## config.mk

```make
export PLATFORM = sky130hd
export DESIGN_NAME = mem_arbiter
export DESIGN_NICKNAME = d
export VERILOG_FILES = /design/src/rtl/mem_arb_pkg.sv /design/src/rtl/mem_byte_merge.sv /design/src/rtl/mem_arbiter.sv
export SDC_FILE = /design/constraint.sdc
export NUM_CORES = 1
export LEC_CHECK = 0
export CAP_MARGIN = 15
export CORE_AREA = 2 2 98 100
export CTS_BUF_LIST = sky130_fd_sc_hd__clkbuf_8
export CTS_CLUSTER_DIAMETER = 50
export DETAILED_ROUTE_END_ITERATION = 10
export DIE_AREA = 0 0 100 102
export GPL_ROUTABILITY_DRIVEN = 0
export HOLD_SLACK_MARGIN = 0.02
export PLACE_DENSITY = 0.71
export REMOVE_ABC_BUFFERS = 1
export SLEW_MARGIN = 5
export SYNTH_ARGS = -nofsm -noshare
export SYNTH_HDL_FRONTEND = slang
export SYNTH_HIERARCHICAL = 1
export SYNTH_SLANG_ARGS = --single-unit
```

## constraint.sdc

```tcl
create_clock -name clock -period 1.75 [get_ports clock]
set_clock_uncertainty 0.2 [all_clocks]
set_input_delay 0.2625 -clock clock [delete_from_list [all_inputs] [get_ports clock]]
set_output_delay 0.2625 -clock clock [all_outputs]
set_load 0.005 [all_outputs]
```

## src/rtl/mem_arb_pkg.sv

```systemverilog
// Shared types and widths for the mem_arbiter front end.
package mem_arb_pkg;

   localparam int MEM_AW   = 16;
   localparam int MEM_DW   = 32;
   localparam int WORD_LSB = 2;

   typedef enum logic {
      IDLE   = 1'b0,
      RMW_WR = 1'b1
   } state_e;

   typedef enum logic {
      GNT_I = 1'b0,
      GNT_D = 1'b1
   } grant_e;

endpackage

```

## src/rtl/mem_byte_merge.sv

```systemverilog
// Byte-lane merge of a freshly read word with store data under a strobe.
module mem_byte_merge
   import mem_arb_pkg::*;
(
   input  logic [MEM_DW-1:0]   old_word,
   input  logic [MEM_DW-1:0]   new_word,
   input  logic [MEM_DW/8-1:0] strb,
   output logic [MEM_DW-1:0]   merged
);

   // Each strobed lane takes the store byte, the rest keep the memory byte.
   always_comb begin
      merged = old_word;
      for (int n = 0; n < MEM_DW/8; n++) begin
         if (strb[n]) merged[8*n +: 8] = new_word[8*n +: 8];
      end
   end

endmodule

```

## src/rtl/mem_arbiter.sv

```systemverilog
// Two-port (fetch / load-store) front end for a single-port 64K x 32 memory
// with 1-cycle registered read and read-before-write.
// Optional feature: define MEM_ARB_RMW_EN to turn partial-strobe stores into
// read-modify-write; otherwise any nonzero strobe writes the full word.
//
// state  | meaning
// IDLE   | accepting at most one request per cycle, round-robin on contention
// RMW_WR | writing merged word of a partial store, no request accepted
module mem_arbiter
   import mem_arb_pkg::*;
(
   input  logic              clock,
   input  logic              reset,
   input  logic              i_valid,
   input  logic [31:0]       i_addr,
   output logic              i_ready,
   output logic              i_rvalid,
   output logic [31:0]       i_rdata,
   input  logic              d_valid,
   input  logic              d_we,
   input  logic [31:0]       d_addr,
   input  logic [3:0]        d_wstrb,
   input  logic [31:0]       d_wdata,
   output logic              d_ready,
   output logic              d_rvalid,
   output logic [31:0]       d_rdata,
   output logic [MEM_AW-1:0] mem_address,
   output logic [MEM_DW-1:0] mem_data,
   output logic              mem_wren,
   input  logic [MEM_DW-1:0] mem_q
);

   state_e            state_q, state_d;
   grant_e            last_grant_q, last_grant_d;
   logic              i_rvalid_q, i_rvalid_d;
   logic              d_rvalid_q, d_rvalid_d;
   logic [MEM_AW-1:0] mem_address_q, mem_address_d;
   logic [MEM_AW-1:0] i_word, d_word;
   logic              gnt_i, gnt_d, d_zero, d_part;
   logic              unused_addr_bits;

   assign i_word = i_addr[WORD_LSB +: MEM_AW];
   assign d_word = d_addr[WORD_LSB +: MEM_AW];
   assign unused_addr_bits = ^{i_addr[31:WORD_LSB+MEM_AW], i_addr[WORD_LSB-1:0],
                               d_addr[31:WORD_LSB+MEM_AW], d_addr[WORD_LSB-1:0]};

   // Round-robin: on contention the port not granted most recently wins.
   assign gnt_i = !reset && (state_q == IDLE) && i_valid
                  && (!d_valid || (last_grant_q == GNT_D));
   assign gnt_d = !reset && (state_q == IDLE) && d_valid
                  && (!i_valid || (last_grant_q == GNT_I));
   assign d_zero = (d_wstrb == 4'h0);

`ifdef MEM_ARB_RMW_EN
   logic [MEM_DW-1:0] wdata_q, wdata_d;
   logic [3:0]        wstrb_q, wstrb_d;
   logic [MEM_DW-1:0] merged;

   assign d_part = d_we && !d_zero && (d_wstrb != 4'hF);

   mem_byte_merge u_merge (
      .old_word (mem_q),
      .new_word (wdata_q),
      .strb     (wstrb_q),
      .merged   (merged)
   );

   // Partial-store payload held for the write-back cycle.
   always_ff @(posedge clock) begin
      wdata_q <= wdata_d;
      wstrb_q <= wstrb_d;
   end
`else
   assign d_part = 1'b0;
`endif

   // State, grant history, response flags and held memory address.
   always_ff @(posedge clock) begin
      if (reset) begin
         state_q       <= IDLE;
         last_grant_q  <= GNT_D;
         i_rvalid_q    <= 1'b0;
         d_rvalid_q    <= 1'b0;
         mem_address_q <= '0;
      end else begin
         state_q       <= state_d;
         last_grant_q  <= last_grant_d;
         i_rvalid_q    <= i_rvalid_d;
         d_rvalid_q    <= d_rvalid_d;
         mem_address_q <= mem_address_d;
      end
   end

   // Next state: a partial store enters RMW_WR for exactly one cycle.
   always_comb begin
      state_d      = IDLE;
      last_grant_d = last_grant_q;
      if (gnt_i) last_grant_d = GNT_I;
      if (gnt_d) last_grant_d = GNT_D;
      if (gnt_d && d_part) state_d = RMW_WR;
`ifdef MEM_ARB_RMW_EN
      wdata_d = wdata_q;
      wstrb_d = wstrb_q;
      if (gnt_d && d_part) begin
         wdata_d = d_wdata;
         wstrb_d = d_wstrb;
      end
`endif
   end

   // Memory-side controls and response flags for the current cycle.
   always_comb begin
      mem_address_d = mem_address_q;
      mem_wren      = 1'b0;
      mem_data      = d_wdata;
      i_rvalid_d    = 1'b0;
      d_rvalid_d    = 1'b0;
      case (state_q)
         IDLE: begin
            if (gnt_i) begin
               mem_address_d = i_word;
               i_rvalid_d    = 1'b1;
            end else if (gnt_d) begin
               if (!d_we) begin
                  mem_address_d = d_word;
                  d_rvalid_d    = 1'b1;
               end else if (!d_zero) begin
                  // A partial store only reads here; the write follows in RMW_WR.
                  mem_address_d = d_word;
                  mem_wren      = !d_part;
               end
            end
         end
`ifdef MEM_ARB_RMW_EN
         RMW_WR: begin
            mem_wren = !reset;
            mem_data = merged;
         end
`endif
         default: ;
      endcase
   end

   assign mem_address = mem_address_d;
   assign i_ready     = gnt_i;
   assign d_ready     = gnt_d;
   assign i_rvalid    = i_rvalid_q;
   assign d_rvalid    = d_rvalid_q;
   assign i_rdata     = mem_q;
   assign d_rdata     = mem_q;

endmodule

```

==> results by group, run 1 <==
Final layout
  – Layout fillers: 926
  – Antenna cells: 0
  – Most frequent cells in the layout: 62 x buf_4, 34 x clkdlybuf4s50_1, 22 x a21oi_2, 20 x buf_2, 18 x dfxtp_1
  – Nets: 396
  – Share of layout cells above drive strength 1: 72.1%
  – Most common cell after layout, fill and taps aside: buf_4
  – Post-layout util: 32.9%
  – Area growth, synth to finish: 49.0%
  – Post-route design area: 3000 um^2

Timing
  – Min cycle time layout: 2090 ps
  – Max Slew Vio Count: 0
  – Fin. Hold Viols: 0
  – F_max: 0.479 GHz
  – Final period util: 119%
  – Unrepaired setup endpoints after global routing: true
  – Worst Tran Pin Value: 311 ps
  – Final setup fails: 17
  – Relative slew slack: 79.3%
  – Setup TNS: -4670 ps
  – Worst setup margin: -339 ps

Critical path
  – R2R setup slack: 10 ps
  – Worst path slowest cell: dlygate4sd2_1
  – Max Fanout on Critical Path: 6
  – Delay-heaviest family, CP: buffers and inverters
  – CP most frequent cell: buf_6
  – Reg2Reg Depth: 7
  – Critical path class: in -> out
  – Crit path arrival time: 1630 ps
  – CP startpoint: d_valid
  – CP Capture Type: output port
  – Worst setup SP type: input port
  – Crit-path cells: dlygate4sd2_1 > buf_4 > nand2b_4 > buf_6 > buf_6 > and3_4 > a211oi_4 > a21oi_2 > buf_2
  – R2R Path Start: last_grant_q
  – Worst path bufs/invs: 5
  – Critical Path Stages: 9
  – Max incr delay on CP: 290 ps
  – Critical Path RT: 1290 ps

Worst hold path
  – Hold Path Class: in -> reg
  – Hold Path Depth: 2
  – Hold path startpoint: reset

Route
  – Antenna viol nets, final: 0
  – 1st-iter DRT viols: 62
  – Via density: 4.87
  – Pre-antenna DRT Iters: 4
  – WL final: 15000 um
  – Number of remaining DRC errors: 0
  – Routed via count: 1796
  – Routed length per instance: 40.6 um

Status
  – Outcome: complete, but fails checks
  – Failing checks: negative setup slack

Logic synthesis
  – #FFs+latches synth: 19
  – Cells after synthesis: 221
  – Warnings from Yosys: 6
  – Synth top area cells: buf_4 36%, a211oi_2 19%, dfxtp_1 19%, a21oi_1 8.2%, and3_1 5.0%
  – Share of the synthesized area in the top cell type: 36.2%
  – Post-synth top area cell: buf_4
  – Avg Inst Size Synth: 9.10 um^2
  – Netlist cell types: 20
  – Part of the Yosys area used for sequential elements: 18.9%
  – Cell area after synthesis: 2010 um^2

Floorplan
  – Cell Rows: 35
  – Chip width: 100 um
  – Initial core utilization: 22.1%
  – I/O Pins: 254
  – Die Y: 102 um
  – Die ar.: 10200 um^2
  – Core area: 9110 um^2

Pwr
  – Power Density: 546 nW/um^2
  – Worst vdd ir: 0.301 mV
  – Leak pwr: 1.21 nW

Clocking
  – Htree depth: 1
  – Clock Latency Late Sink: 260 ps
  – CTS Buf Count: 3
  – Bufs on Longest Clock Path: 2
  – Number of clock sinks: 19
  – Clk pin slew, worst setup/hold paths: 80 ps
  – Root Buffer Master: clkbuf_8
  – CTS tree: done
  – CTS Hold Bufs: 0

Placed design
  – Setup WS pre-CTS: -988 ps
  – Detailed Place HPWL: 12500 um
  – Placed inst area: 2350 um^2
  – Input/output buffers: 61

Global route
  – Largest net degree at the start of global routing: 17
  – Congestion Overflow GR: 0
  – Total GRT Usage: 28.4%
  – Initial antenna violation count: 0
  – Vias in the first global route: 1817
  – First-pass GRT wire length: 18700 um

Run
  – Max-Cap Viols: 0
==> power by group <==
part	internal, mW	leakage, nW	switching [mW]
sequential	0.467	0.156	0.0247
combinational	0.488	1.02	0.329
clock	0.157	0.0269	0.170
==> per-layer routing <==
layer / GRT usage (%) / vias to the layer above / wire [um]
met4: 18.8 / 2 / 1330
met1: 15.6 / 791 / 2720
met3: 30.4 / 46 / 3540
met2: 49.9 / 215 / 7320
li1: - / 742 / -
met5: 6.25 / - / 84
==> worst register-to-register path: cells and delay by family (launching register included) <==
| kind | cells | cell delay [ps] |
|---|---|---|
| buf+inv | 4 | 590 |
| compound gates | 3 | 520 |
| flops | 1 | 350 |
==> synthesized netlist by cell type <==
cell and n:
nor4_4 1, a211oi_1 1, buf_6 8, nor2b_4 1, buf_4 97, clkbuf_1 1, nand2_1 1, and3_1 16
o21ai_0 1, nand2_4 1, a21oi_1 33, nor2b_1 1, and3b_1 1, buf_2 2, inv_1 2, a221oi_4 1
dfxtp_1 19, nand2b_4 2, a211oi_2 31, nand2b_1 1
==> per-stage QoR <==
stage          hold slack (ps)  cells  power [mW]
2_1_floorplan              127    113       0.698
3_3_place_gp               325    336        1.08
3_5_place_dp               325    336        1.10
4_1_cts                    158    368        1.61
5_1_grt                    160    369        1.71
6_report                   161    369        1.64
==> cells by family after synthesis <==
group                  Yosys count  share of synthesized area [%]
buffers and inverters          110                           41.8
AOI/OAI and AO/OA               67                           29.4
and+or+nand+nor                 25                           9.89
DFF                             19                           18.9
==> timing repair <==
| item | in CTS | in global routing |
|---|---|---|
| pin swaps | 26 | 4 |
| resized for setup | 165 | 8 |
| setup endpoints to repair | 35 | 32 |
| setup buffers | 27 | 1 |
| gates cloned | 6 | 0 |
==> path summary, 6_finish.rpt <==
check                                   endpoint
worst max register to register  mem_address_q[3]
worst max-delay path              mem_address[4]
worst min-delay path                last_grant_q
worst min register to register      last_grant_q
==> flip-flops by register name (all words and copies together), names as in the netlist <==
name	flops
d_rvalid	1
last_grant_q	1
mem_address_q	16
i_rvalid	1
==> cell type report <==
type                       instances  area [um^2]  area share, %
clock buffer                       3         41.3           1.38
sequential                        19          382           12.7
multi-input combinational         92         1100           36.9
clock inverter                     1         3.75          0.125
timing repair buffer             141         1320           44.0
inverter                           2         7.51          0.251
tap                              111          139           4.64
Note: power is estimated with default switching activity, not from simulation.
==> run 2: changes to the inputs <==
==> constraint.sdc (replaced) <==
create_clock -name clock -period 2.3 [get_ports clock]
set_clock_uncertainty 0.2 [all_clocks]
set_input_delay 0.345 -clock clock [delete_from_list [all_inputs] [get_ports clock]]
set_output_delay 0.345 -clock clock [all_outputs]
set_load 0.005 [all_outputs]
==> run 2 against run 1 <==
  * The run now ends clean
  * Hold slack got worse by 6.9 ps
  * Sequential power fell by 24%
  * Cell area fell by 6.6%
  * Sequential share of layout area rose by 0.91 points
  * First-iteration DRC count rose by 1.6%
  * Worst setup slack improved by 410 ps
  * Clock power fell by 25%
  * Critical path depth fell by 1
  * Combinational power fell by 30%
  * Via count fell by 1.1%
  * Global-route usage fell by 0.29 points
  * Sequential cell count did not move
==> results by group, run 2 (synthesized netlist as in run 1, its figures left out) <==
Route
  – Met1 WL: 2840 um
  – Number of remaining DRC errors: 0
  – Routed wl met3: 3400 um
  – 1st-iter DRT viols: 63
  – Antenna viol nets, final: 0
  – DR top layer: met4
  – Routed via count: 1777
  – Routed length per instance: 40.1 um
  – Via density: 4.84
  – Met2 Wirelength: 7650 um
  – Pre-antenna DRT Iters: 4
  – WL final: 14700 um

Pwr
  – Net switching power: 376 uW
  – Leak pwr: 1.18 nW
  – Clock Power Share: 20.6%
  – Comb pwr share: 48.2%
  – Power Density: 426 nW/um^2
  – Worst vdd ir: 0.227 mV
  – Net Sw Frac: 31.5%
  – Tot Pwr: 1.19 mW
  – Internal power: 816 uW
  – Share of power burned in registers: 31.3%

Clocking
  – Htree depth: 1
  – CTS Hold Bufs: 0
  – CTS Buf Count: 3
  – Number of clock sinks: 19
  – CTS tree: done
  – Root Buffer Master: clkbuf_8
  – Bufs on Longest Clock Path: 2
  – Clk pin slew, worst setup/hold paths: 80 ps
  – Clock Latency Late Sink: 260 ps

Critical path
  – Worst path bufs/invs: 5
  – Max incr delay on CP: 250 ps
  – R2R setup slack: 210 ps
  – Reg2Reg Depth: 10
  – R2r endpoint: mem_address_q[9]
  – Worst path slowest cell: dlygate4sd2_1
  – Max Fanout on Critical Path: 8
  – Critical Path Sink: mem_address[7]
  – Delay-heaviest family, CP: buffers and inverters
  – CP Capture Type: output port
  – R2R Path Start: last_grant_q
  – Critical Path RT: 1750 ps
  – Critical path class: in -> out
  – Critical Path Stages: 8
  – Crit path arrival time: 1690 ps
  – Worst setup SP type: input port
  – CP startpoint: d_wstrb[1]
  – Crit-path cells: dlygate4sd2_1 > nor4_4 > a221oi_4 > buf_6 > buf_4 > buf_16 > a21oi_2 > buf_2

Final layout
  – FF+latch area: 382 um^2
  – Most common cell after layout, fill and taps aside: buf_4
  – Max reg flops: 16
  – Area growth, synth to finish: 39.1%
  – Largest reg by FF count: mem_address_q
  – Nets: 394
  – Share of layout cells above drive strength 1: 61.7%
  – Area of the multi-input gates: 973 um^2
  – Post-layout util: 30.7%
  – Post-Layout Cell Count: 367
  – Layout fillers: 968
  – Most frequent cells in the layout: 66 x buf_4, 37 x clkdlybuf4s50_1, 20 x a211oi_2, 18 x a21oi_1, 18 x dfxtp_1
  – Antenna cells: 0
  – Post-route design area: 2800 um^2

Placed design
  – Input/output buffers: 61
  – Setup WS pre-CTS: -600 ps
  – Dpl cells: 336
  – Placed inst area: 2350 um^2
  – Detailed Place HPWL: 12500 um

Timing
  – Unrepaired setup endpoints after global routing: false
  – Hold Slack: 154 ps
  – Relative slew slack: 79.2%
  – Setup TNS: 0 ps
  – F_max: 0.448 GHz
  – Final period util: 97.0%
  – Max Slew Vio Count: 0
  – Fin. Hold Viols: 0
  – Final setup fails: 0
  – Worst Tran Pin Value: 312 ps
  – Min cycle time layout: 2230 ps
  – Worst setup margin: 68.7 ps

Floorplan
  – Initial core utilization: 22.1%
  – Chip width: 100 um
  – Core area: 9110 um^2
  – Die Y: 102 um
  – Cell Rows: 35
  – Die ar.: 10200 um^2
  – I/O Pins: 254

Global route
  – Vias in the first global route: 1825
  – First-pass GRT wire length: 18400 um
  – Initial antenna violation count: 0
  – Largest net degree at the start of global routing: 17
  – Total GRT Usage: 28.1%
  – Congestion Overflow GR: 0

Worst hold path
  – Hold Path Class: in -> reg

Status
  – Outcome: finished clean

Run
  – Max-Cap Viols: 0
## run 2: area by class of cell
class | instances | share of cell area [%]
Timing Repair Buffer | 139 | 44.7
Multi-Input combinational cell | 92 | 34.8
Sequential cell | 19 | 13.6
Tap cell | 111 | 4.97
Clock buffer | 3 | 1.48
Inverter | 2 | 0.268
Clock inverter | 1 | 0.134
## run 2: what timing repair did
item,CTS,global route
cloned,5,0
setup buffers,21,2
setup endpoints to repair,19,14
resized for setup,108,14
pin swaps,16,6
## run 2: worst min path at each step
stage / start / to / slack [ps] / depth (start not counted)
after global placement: mem_address_q[10] / mem_address_q[10] / 380 / 2
after floorplan: reset / mem_address_q[0] / 210 / 1
after global routing: reset / last_grant_q / 170 / 2
after detailed placement: mem_address_q[10] / mem_address_q[10] / 410 / 2
final: reset / last_grant_q / 150 / 2
after CTS: reset / last_grant_q / 300 / 2
## run 2: power groups by stage
stage               clock network, mW  registers, mW  logic (mW)
global route                    0.265          0.375       0.611
detailed placement                  0          0.374       0.459
floorplan                           0          0.372       0.159
CTS                             0.251          0.372       0.558
global placement                    0          0.373       0.451
finish                          0.245          0.372       0.574
## run 2: routing by layer
| metal | vias to the layer above | GRT usage, % |
|---|---|---|
| met1 | 801 | 16.2 |
| met5 | - | 1.44 |
| met3 | 33 | 29.5 |
| li1 | 742 | - |
| met2 | 201 | 53.0 |
| met4 | 0 | 11.5 |
